--- src/rtl/regdump_if.sv ---
// Bus bundle between the register-dump sequencer and its environment:
// vblank/start, the external word mux and the text-buffer write port.
interface regdump_if #(
    parameter int ADDR_W = 11
);
    logic              vblank;
    logic [4:0]        word_sel;
    logic [31:0]       word_data;
    logic              wr_req;
    logic              wr_gnt;
    logic [ADDR_W-1:0] wr_addr;
    logic [7:0]        wr_data;
    logic              busy;
    logic              frame_done;
    logic              overrun;
    logic              clr_overrun;

    modport master (
        input  vblank, word_data, wr_gnt, clr_overrun,
        output word_sel, wr_req, wr_addr, wr_data, busy, frame_done, overrun
    );

    modport slave (
        output vblank, word_data, wr_gnt, clr_overrun,
        input  word_sel, wr_req, wr_addr, wr_data, busy, frame_done, overrun
    );
endinterface

--- src/rtl/regdump_text_sequencer.sv ---
// Once per vblank rising edge, writes NUM_WORDS debug words into the text buffer as 8-digit hex.
// Optional REGDUMP_ZERO_SUPPRESS_EN: leading zeros of each word are written as spaces.
module regdump_text_sequencer #(
    parameter int NUM_WORDS  = 18,
    parameter int ADDR_W     = 11,
    parameter int ROW_BASE   = 0,
    parameter int ROW_STRIDE = 16,
    parameter int COL_OFFSET = 3
) (
    input  logic      clk,
    input  logic      rst,
    regdump_if.master bus
);

    // state | meaning
    // IDLE  | waiting for a vblank rising edge
    // LOAD  | word k selected on the mux, latched into sh
    // WRITE | emitting the 8 digits of word k, one per grant
    // DONE  | one-cycle frame_done pulse
    typedef enum logic [1:0] {IDLE, LOAD, WRITE, DONE} state_t;

    state_t            state_q, state_d;
    logic [4:0]        k_q, k_d;
    logic [2:0]        nib_q, nib_d;
    logic [31:0]       sh_q, sh_d;
    logic              vblank_q, vblank_d;
    logic              overrun_q, overrun_d;
    logic              start;
    logic [3:0]        digit;
    logic [ADDR_W-1:0] addr;
    logic [7:0]        chr;
`ifdef REGDUMP_ZERO_SUPPRESS_EN
    logic              nz_seen_q, nz_seen_d;
`endif

    function automatic logic [7:0] hex_char(input logic [3:0] d);
        if (d < 4'd10) return 8'h30 + {4'h0, d};
        else           return 8'h37 + {4'h0, d};
    endfunction

    assign start = bus.vblank & ~vblank_q;
    assign digit = sh_q[31:28];
    // Address wraps naturally at ADDR_W bits.
    assign addr  = ADDR_W'(ROW_BASE + int'(k_q) * ROW_STRIDE + COL_OFFSET + int'(nib_q));

`ifdef REGDUMP_ZERO_SUPPRESS_EN
    assign chr = (!nz_seen_q && digit == 4'h0 && nib_q != 3'd7) ? 8'h20 : hex_char(digit);
`else
    assign chr = hex_char(digit);
`endif

    assign bus.word_sel = k_q;
    assign bus.busy     = (state_q != IDLE);
    assign bus.overrun  = overrun_q;

    always_comb begin
        state_d        = state_q;
        k_d            = k_q;
        nib_d          = nib_q;
        sh_d           = sh_q;
        vblank_d       = bus.vblank;
        overrun_d      = overrun_q;
`ifdef REGDUMP_ZERO_SUPPRESS_EN
        nz_seen_d      = nz_seen_q;
`endif
        bus.wr_req     = 1'b0;
        bus.wr_addr    = '0;
        bus.wr_data    = '0;
        bus.frame_done = 1'b0;

        if (start && state_q != IDLE) overrun_d = 1'b1;
        else if (bus.clr_overrun)     overrun_d = 1'b0;

        case (state_q)
            IDLE: begin
                if (start) begin
                    state_d = LOAD;
                    k_d     = '0;
                end
            end
            LOAD: begin
                sh_d      = bus.word_data;
                nib_d     = '0;
`ifdef REGDUMP_ZERO_SUPPRESS_EN
                nz_seen_d = 1'b0;
`endif
                state_d   = WRITE;
            end
            WRITE: begin
                bus.wr_req  = 1'b1;
                bus.wr_addr = addr;
                bus.wr_data = chr;
                if (bus.wr_gnt) begin
                    sh_d  = {sh_q[27:0], 4'h0};
                    nib_d = nib_q + 3'd1;
`ifdef REGDUMP_ZERO_SUPPRESS_EN
                    nz_seen_d = nz_seen_q | (digit != 4'h0);
`endif
                    if (nib_q == 3'd7) begin
                        if (k_q == 5'(NUM_WORDS - 1)) begin
                            state_d = DONE;
                        end else begin
                            k_d     = k_q + 5'd1;
                            state_d = LOAD;
                        end
                    end
                end
            end
            DONE: begin
                bus.frame_done = 1'b1;
                state_d        = IDLE;
            end
            default: state_d = IDLE;
        endcase
    end

    always_ff @(posedge clk or posedge rst) begin
        if (rst) begin
            state_q   <= IDLE;
            k_q       <= '0;
            nib_q     <= '0;
            sh_q      <= '0;
            vblank_q  <= 1'b0;
            overrun_q <= 1'b0;
`ifdef REGDUMP_ZERO_SUPPRESS_EN
            nz_seen_q <= 1'b0;
`endif
        end else begin
            state_q   <= state_d;
            k_q       <= k_d;
            nib_q     <= nib_d;
            sh_q      <= sh_d;
            vblank_q  <= vblank_d;
            overrun_q <= overrun_d;
`ifdef REGDUMP_ZERO_SUPPRESS_EN
            nz_seen_q <= nz_seen_d;
`endif
        end
    end

endmodule

--- src/flat_wrapper.sv ---
// flat-port wrapper written by rule: the top's interface ports become plain ports
module regdump_text_sequencer_flat 
#(
    parameter int NUM_WORDS  = 18,
    parameter int ADDR_W     = 11,
    parameter int ROW_BASE   = 0,
    parameter int ROW_STRIDE = 16,
    parameter int COL_OFFSET = 3
)
  (clk, rst, bus_vblank, bus_word_data, bus_wr_gnt, bus_clr_overrun, bus_word_sel, bus_wr_req, bus_wr_addr, bus_wr_data, bus_busy, bus_frame_done, bus_overrun);
  regdump_if #(.ADDR_W(ADDR_W)) bus_i ();
  input  logic clk;
  input  logic rst;
  input wire logic [$bits(bus_i.vblank)-1:0] bus_vblank;
  input wire logic [$bits(bus_i.word_data)-1:0] bus_word_data;
  input wire logic [$bits(bus_i.wr_gnt)-1:0] bus_wr_gnt;
  input wire logic [$bits(bus_i.clr_overrun)-1:0] bus_clr_overrun;
  output wire logic [$bits(bus_i.word_sel)-1:0] bus_word_sel;
  output wire logic [$bits(bus_i.wr_req)-1:0] bus_wr_req;
  output wire logic [$bits(bus_i.wr_addr)-1:0] bus_wr_addr;
  output wire logic [$bits(bus_i.wr_data)-1:0] bus_wr_data;
  output wire logic [$bits(bus_i.busy)-1:0] bus_busy;
  output wire logic [$bits(bus_i.frame_done)-1:0] bus_frame_done;
  output wire logic [$bits(bus_i.overrun)-1:0] bus_overrun;
  assign bus_i.vblank = bus_vblank;
  assign bus_i.word_data = bus_word_data;
  assign bus_i.wr_gnt = bus_wr_gnt;
  assign bus_i.clr_overrun = bus_clr_overrun;
  assign bus_word_sel = bus_i.word_sel;
  assign bus_wr_req = bus_i.wr_req;
  assign bus_wr_addr = bus_i.wr_addr;
  assign bus_wr_data = bus_i.wr_data;
  assign bus_busy = bus_i.busy;
  assign bus_frame_done = bus_i.frame_done;
  assign bus_overrun = bus_i.overrun;
  regdump_text_sequencer #(.NUM_WORDS(NUM_WORDS), .ADDR_W(ADDR_W), .ROW_BASE(ROW_BASE), .ROW_STRIDE(ROW_STRIDE), .COL_OFFSET(COL_OFFSET)) u_core (.clk(clk), .rst(rst), .bus(bus_i));
endmodule
--- config.mk ---
export PLATFORM = sky130hd
export DESIGN_NAME = regdump_text_sequencer_flat
export DESIGN_NICKNAME = d
export VERILOG_FILES = /design/src/rtl/regdump_if.sv /design/src/rtl/regdump_text_sequencer.sv /design/src/flat_wrapper.sv
export SDC_FILE = /design/constraint.sdc
export NUM_CORES = 1
export LEC_CHECK = 0
export ABC_AREA = 1
export CAP_MARGIN = 0
export CORE_MARGIN = 2
export CORE_UTILIZATION = 40
export CTS_BUF_LIST = sky130_fd_sc_hd__clkbuf_8
export DETAILED_ROUTE_END_ITERATION = 12
export PLACE_DENSITY_LB_ADDON = 0.2
export RECOVER_POWER = 100
export SLEW_MARGIN = 20
export SYNTH_ARGS = -nofsm -noshare
export SYNTH_HDL_FRONTEND = slang
export SYNTH_SLANG_ARGS = --single-unit
--- constraint.sdc ---
create_clock -name clk -period 4.5 [get_ports clk]
set_input_delay 1.35 -clock clk [delete_from_list [all_inputs] [get_ports clk]]
set_output_delay 1.35 -clock clk [all_outputs]
set_load 0.01 [all_outputs]
==> results of run 1 <==
metal layers:
metal,wire length (um),GRT usage [%],up-vias
met4,55,5.08,0
met2,2410,29.7,47
met1,2330,20.3,908
met5,0,0,-
met3,199,3.33,6
li1,-,-,1110
registers in the layout, indices dropped and copies added, names as in the netlist:
name	cells
u_core.bus.overrun	1
u_core.bus.word_sel	5
u_core.nib_q	3
u_core.sh_q	32
u_core.state_q	2
u_core.vblank_q	1
where the power goes:
part / switching [mW] / internal (mW) / total, mW / leakage [nW]
registers: 0.0739 / 0.557 / 0.631 / 0.562
clock network: 0.138 / 0.164 / 0.302 / 0.0541
logic: 0.540 / 0.314 / 0.854 / 0.919
synth_stat cells, drive strengths merged:
master	instances	share of area [%]
nand2	87	14
o21ai	69	15
inv	52	8.2
dfrtp	44	46
nor2	20	3.2
buf	17	4.7
nand3	14	2.9
a21oi	7	1.5
ha	6	3.2
clkbuf	2	0.32
nand4	2	0.53
a211oi	1	0.32
conb	1	0.16
nor3	1	0.21
o22ai	1	0.26
final cells by class:
class,instances,area (um^2)
inverter,52,195
tap,75,93.8
fill,586,2760
sequential,44,1100
timing repair buffer,63,622
clock inverter,3,42.5
clock buffer,5,68.8
multi-input combinational,211,970
how the worst min path moves through the flow:
stage	start	end
floorplan	u_core.sh_q[10]	u_core.sh_q[10]
global placement	u_core.sh_q[26]	u_core.sh_q[26]
detailed placement	u_core.sh_q[27]	u_core.sh_q[27]
CTS	u_core.sh_q[21]	u_core.sh_q[21]
global route	u_core.sh_q[14]	u_core.sh_q[14]
finish	u_core.vblank_q	u_core.bus.overrun
kinds of logic (layout without fill, tap and decap cells):
logic type | count (synthesis) | in the layout
other cells | 1 | 3
compound gates | 78 | 78
flops | 44 | 44
buf+inv | 71 | 123
fa+ha+maj | 6 | 6
simple gates | 124 | 124
critical path, stage by stage (launching register included):
cell and delay, ps:
dfrtp_1 520, inv_1 140, nand2_1 380, buf_4 490, nor2_1 70, clkdlybuf4s50_1 490
==> results.toml, run 1 <==
[run_status]
run_status = "finished with violations"
violations = "capacitance limit, slew limit"

[logic_synthesis]
syn_inst = 324
synth-compound-area-share_pct = 16.6
ys_warn_count = 0
synth_seq_area_share_pct = 46.3
synth_top_family_by_area = "simple AND/OR/NAND/NOR gates"
synthSimpleGateAreaFrac_pct = 20.7
synth.avg_cell_area_um2 = 7.35
yosys.cell_types.count = 20
netlist_area_um2 = 2380
ys_ff_latch = 44
yosys.area_share.xor_xnor_pct = 0
synthMuxAreaShare_pct = 0
synthAdderAreaFrac_pct = 3.15

[global_route]
grt_max_degree = 58
grt_pass1_wl_um = 8530
grt.overflow.total = 0
grt_usage_pct = 16.7
antenna_found_initial = 0
grt_pass1_vias = 1944

[detailed_routing]
drt_wl_total_um = 5000
vias_per_cell = 4.57
post_drt_wl_per_cell_um = 11.0
drc = 0
first_pass_iters = 4
initialDrtViolationCount = 107
vias = 2071
ant_nets = 0

[die]
die_y_um = 81.1
die_x_um = 81.1
die_area_um2 = 6580
initial_utilization_pct = 40.7
design.core.area_um2 = 5850
ios = 65
num_rows = 28

[worst_setup_path]
crit_path_start_kind = "flop"
ff2ff_path_depth = 6
r2r-start = "u_core.state_q[1]"
cp.required_ps = 3150
endpoint = "bus_wr_addr[1]"
criticalPathCategory = "flop to primary output"
end_kind = "primary output"
r2r_end = "u_core.sh_q[4]"
path_max_fanout = 57
crit_start = "u_core.state_q[0]"
rrSetupSlack_ps = 1410
critPathArrivalTime_ps = 2400

[timing]
hold_viol_final = 0
fin_worst_skew_ps = 11.5
rsz0062_at_grt = "false"
fin_crit_ps = 3750
setup_violations = 0
period_share_pct = 83.4
layout_setup_ws_ps = 746
relSlewSlack_pct = -10.6
fmax_mhz = 266
holdWs_ps = 535
worst_pin_slew_ps = 1660
tns_ps = 0
report.final.slew_viol_count = 45

[clock_tree]
holdBufCountCts = 0
clock_latency_ps = 300
clock_path_buffers = 2
cts_tree = "yes"
clkTransAtPathRegs_ps = 80
post_cts.repair.setup_buffers = 0
cts_buffers = 5
cts-resized-gates = 0
cts_root_buf = "clkbuf_8"
numClockSinks = 44
htree_levels = 2

[power_and_ir_drop]
leakagePower_nw = 1.54
irDropWorstVdd_v = 0.000224
power.density_nw_per_um2 = 578
total_power_mw = 1.79

[min_path]
min_path_type = "flop to flop"
whs_path_depth = 3

[cells_and_area]
drive_above_1_share_pct = 2.65
final_common_cell = "nand2_1"
antennaDiodeCount = 0
finalInstanceArea_um2 = 3090
final_nets = 420
final_cell_count_no_fill = 453
finalCoreUtilization_pct = 52.9
mostFrequentLayoutCells = "nand2_1, o21ai_0, inv_1"
area_growth_syn_to_layout_pct = 30.0

[placed_design]
dp_hpwl_um = 3640
post_dp_cell_area_um2 = 2990
gp_congestion = 0.746
post-place-ws_ps = 1110
numPlacedInstances = 445
io_buffer_count = 61

[run]
max-cap-violations = 1
Power figures use the tool's default switching activity.
==> inputs of run 2 (changes only) <==
clock period = 3.25 ns   (was 4.5 ns; I/O delays follow)
==> run 2 against run 1 <==
The run now ends clean. Clock power grew 47%. Count of clock-buffer cells in the layout grew 2. Clock skew shrank 7.1 ps. Die area is the same. Register-to-register slack lost 720 ps. Flip-flop and latch count is the same.
==> results.toml, run 2 (synthesis gave the netlist of run 1 again) <==
[run_status]
run_status = "completed"

[detailed_routing]
initialDrtViolationCount = 97
ant_nets = 0
first_pass_iters = 4
drt_wl_total_um = 4920
drc = 0
vias = 2115
vias_per_cell = 4.64
post_drt_wl_per_cell_um = 10.8

[clock_tree]
numClockSinks = 44
clock_latency_ps = 290
cts_tree = "yes"
holdBufCountCts = 0
clkTransAtPathRegs_ps = 70
cts-resized-gates = 0
clock_path_buffers = 2
cts_root_buf = "clkbuf_8"
post_cts.repair.setup_buffers = 0
cts_buffers = 5
htree_levels = 2

[placed_design]
numPlacedInstances = 448
post-place-ws_ps = 521
gp_congestion = 0.827
io_buffer_count = 61
dp_hpwl_um = 3560

[worst_setup_path]
slowest_stage = "dlygate4sd3_1"
cp.required_ps = 2270
max_stage_delay_ps = 610
r2r-start = "u_core.state_q[1]"
end_kind = "primary output"
crit_start = "u_core.state_q[1]"
path_max_fanout = 7
criticalPathCategory = "flop to primary output"
path_cells = "inv_2 > nor2_1 > o21ai_0 > a21oi_1 > dlygate4sd3_1"
crit_path_start_kind = "flop"
critPathArrivalTime_ps = 2090

[cells_and_area]
final_common_cell = "nand2_1"
final_cell_count_no_fill = 456
area_growth_syn_to_layout_pct = 31.4
drive_above_1_share_pct = 3.41
regMostFlops = "u_core.sh_q"
largest_register_ff_count = 32
finalCoreUtilization_pct = 53.4
antennaDiodeCount = 0
final_nets = 423
mostFrequentLayoutCells = "nand2_1, o21ai_0, inv_1"

[timing]
setup_violations = 0
hold_viol_final = 0
worst_pin_slew_ps = 1230
fmax_mhz = 326
period_share_pct = 94.4
relSlewSlack_pct = 17.9
holdWs_ps = 522
rsz0062_at_grt = "false"
layout_setup_ws_ps = 182
tns_ps = 0
fin_worst_skew_ps = 4.39
fin_crit_ps = 3070
report.final.slew_viol_count = 0

[power_and_ir_drop]
power.density_nw_per_um2 = 810
irDropWorstVdd_v = 0.000360
leakagePower_nw = 1.54

[min_path]
worstHoldStart = "u_core.sh_q[1]"
min_path_type = "flop to flop"

[global_route]
grt_max_degree = 59
antenna_found_initial = 0
grt.overflow.total = 0
grt_usage_pct = 16.0
grt_pass1_wl_um = 8170
grt_pass1_vias = 1856

[run]
max-cap-violations = 0

[die]
num_rows = 28
ios = 65
die_area_um2 = 6580
design.core.area_um2 = 5850
initial_utilization_pct = 40.7
die_y_um = 81.1
die_x_um = 81.1
## run 2: cell count changes in the layout (fill, tap and decap cells not counted), sizes merged
cell           previous run  this run
dlygate4sd3              25        20
clkinvlp                  1         0
inv                      52        51
clkdlybuf4s50            36        41
clkbuf                    6        10
buf                       1         2
## run 2: stage by stage
| step | instance area (um^2) | power (mW) |
|---|---|---|
| floorplan | 2390 | 1.82 |
| global placement | 3030 | 2.18 |
| detailed placement | 3030 | 2.20 |
| CTS | 3150 | 2.66 |
| global route | 3130 | 2.78 |
| finish | 3130 | 2.53 |
## run 2: final timing paths
path | to | slack, ps | cells past startpoint
worst max register to register | u_core.sh_q[30] | 690 | 7
worst min register to register | u_core.sh_q[1] | 520 | 2
worst min-delay path | u_core.sh_q[1] | 520 | 2
min in group asynchronous | u_core.sh_q[28] | 1470 | 3
max in group asynchronous | u_core.sh_q[2] | 1130 | 3
worst max-delay path | bus_wr_addr[2] | 180 | 5
## run 2: final cells by class
cell class,count,area (um^2)
Sequential cell,44,1100
Timing Repair Buffer,66,638
Inverter,52,195
Clock inverter,1,30.0
Multi-Input combinational cell,211,972
Tap cell,75,93.8
Fill cell,587,2720
Clock buffer,7,96.3
## run 2: power by group
part | leakage (nW) | internal (mW) | total, mW | switching [mW]
Clock | 0.0645 | 0.271 | 0.445 | 0.174
Combinational | 0.913 | 0.459 | 1.22 | 0.757
Sequential | 0.562 | 0.771 | 0.871 | 0.0993
## run 2: metal layers
metal  vias to the layer above  GRT usage, %  routed length [um]
met5                         -             0                   0
met4                         0          5.25                  55
met3                         6          4.00                 297
met2                        55          26.6                2280
met1                       934          20.5                2290
li1                       1120             -                   -
## run 2: critical path: cells and delay by family, from the launching register on
| family | cells | cell delay [ps] |
|---|---|---|
| simple gates | 1 | 360 |
| compound gates | 2 | 280 |
| buf+inv | 2 | 710 |
| flops | 1 | 460 |
==> inputs of run 3 (changes only) <==
CORE_UTILIZATION = 30   (was 40)
==> run 3 against run 2 <==
Combinational power hardly changed. First-iteration DRC count up 38%. Non-clock buffer count unchanged. Utilization decreased by 12 points. Highest routed layer unchanged. Largest power group unchanged. Cell count rose by 5.9%. Critical endpoint is now bus_wr_data[2].
==> results.toml, run 3 (synthesis gave the netlist of run 1 again) <==
[run_status]
run_status = "completed"

[power_and_ir_drop]
power.share.clock_pct = 21.8
pwr-share-comb_pct = 45.5
leakagePower_nw = 1.57
p_sw_share_pct = 39.9
irDropWorstVdd_v = 0.000342
power.density_nw_per_um2 = 836
p_int_mw = 1.61
power.switching_mw = 1.07
p_seq_share_pct = 32.7

[detailed_routing]
first_pass_iters = 4
ant_nets = 0
initialDrtViolationCount = 134
drt_wl_total_um = 5460
vias = 2130
vias_per_cell = 4.41
drc = 0
post_drt_wl_per_cell_um = 11.3

[cells_and_area]
finalCoreUtilization_pct = 41.7
antennaDiodeCount = 0
drive_above_1_share_pct = 3.94
area_growth_syn_to_layout_pct = 34.7
final_nets = 423
final_common_cell = "nand2_1"
mostFrequentLayoutCells = "nand2_1, o21ai_0, inv_1"
finalInstanceArea_um2 = 3210
regMostFlops = "u_core.sh_q"
largest_register_ff_count = 32

[global_route]
grt_max_degree = 44
grt_pass1_vias = 2032
grt_pass1_wl_um = 9290
antenna_found_initial = 0
grt.overflow.total = 0
grt_usage_pct = 13.3

[clock_tree]
clock_latency_ps = 300
holdBufCountCts = 0
cts_buffers = 5
cts_root_buf = "clkbuf_8"
htree_levels = 2
clock_path_buffers = 2
cts_tree = "yes"
clkTransAtPathRegs_ps = 80
numClockSinks = 44

[placed_design]
post_dp_cell_area_um2 = 3060
io_buffer_count = 61
dp_hpwl_um = 4040
gp_congestion = 0.779

[run]
max-cap-violations = 0

[die]
design.core.area_um2 = 7690
die_x_um = 93.1
die_y_um = 93.1
initial_utilization_pct = 31.0
num_rows = 32
ios = 65
die_area_um2 = 8660

[min_path]
min_path_type = "flop to flop"

[timing]
report.final.slew_viol_count = 0
period_share_pct = 94.0
worst_pin_slew_ps = 1330
fin_worst_skew_ps = 9.34
rsz0062_at_grt = "false"
relSlewSlack_pct = 11.6
hold_viol_final = 0
fmax_mhz = 327
fin_crit_ps = 3060
setup_violations = 0
tns_ps = 0

[worst_setup_path]
criticalPathCategory = "flop to primary output"
path_max_fanout = 27
crit_path_start_kind = "flop"
critPathArrivalTime_ps = 2080
cp.required_ps = 2270
end_kind = "primary output"
## run 3: changes by cell type in the layout (fill, tap and decap cells not counted), sizes merged
cell and delta:
inv +1, bufinv +2, clkdlybuf4s50 -3, clkbuf -3
dlymetal6s2s +1, clkinv -1, dlygate4sd3 +3
## run 3: layout make-up
class,instances,area (um^2)
fillers,810,4480
flip-flops and latches,44,1100
multi-input cells,211,977
repair buffers,66,646
inverters,52,195
well taps,102,128
clock inverters,3,90.1
clock buffers,5,68.8
## run 3: worst max-delay path: stages (launching register included)
cell and delay [ps]:
dfrtp_1 490, inv_2 130, nand2_2 280, a21oi_1 220, o21ai_1 80, inv_1 50, clkdlybuf4s50_1 520
## run 3: worst paths after layout
kind | start | end | slack [ps] | depth (start not counted)
max in group asynchronous | rst | u_core.bus.word_sel[1] | 490 | 3
min in group asynchronous | rst | u_core.sh_q[11] | 1280 | 2
max | u_core.state_q[0] | bus_wr_data[2] | 190 | 6
max reg2reg | u_core.state_q[1] | u_core.sh_q[15] | 730 | 7
min | u_core.bus.overrun | u_core.bus.overrun | 530 | 2
min reg2reg | u_core.bus.overrun | u_core.bus.overrun | 530 | 2
## run 3: metrics by stage
step | hold slack, ps | setup slack, ps | power (mW) | cells
4_1_cts | 525 | 117 | 2.81 | 483
3_3_place_gp | 496 | 522 | 2.20 | 475
6_report | 529 | 194 | 2.68 | 483
2_1_floorplan | 483 | 994 | 1.82 | 326
5_1_grt | 545 | 28.7 | 2.95 | 483
3_5_place_dp | 504 | 464 | 2.22 | 475
## run 3: per-layer routing
metal | global-route usage (%) | part of all wire (%) | wire length (um) | vias to the layer above
met3 | 2.82 | 5.1 | 279 | 2
met2 | 22.2 | 46 | 2510 | 59
met5 | 0 | 0 | 0 | -
li1 | - | - | - | 1115
met1 | 17.4 | 48 | 2640 | 954
met4 | 3.68 | 0.53 | 29 | 0
## run 3: power groups by stage
stage	combinational [mW]	sequential (mW)	clock (mW)
2_1_floorplan	0.960	0.857	0
3_3_place_gp	1.32	0.880	0
3_5_place_dp	1.33	0.891	0
4_1_cts	1.34	0.879	0.597
5_1_grt	1.43	0.906	0.617
6_report	1.22	0.877	0.584
## run 3: timing repair
action | in CTS | in global routing
buffers inserted | 0 | 0
resized for setup | 0 | 1
endpoints found under the setup margin | 0 | 3
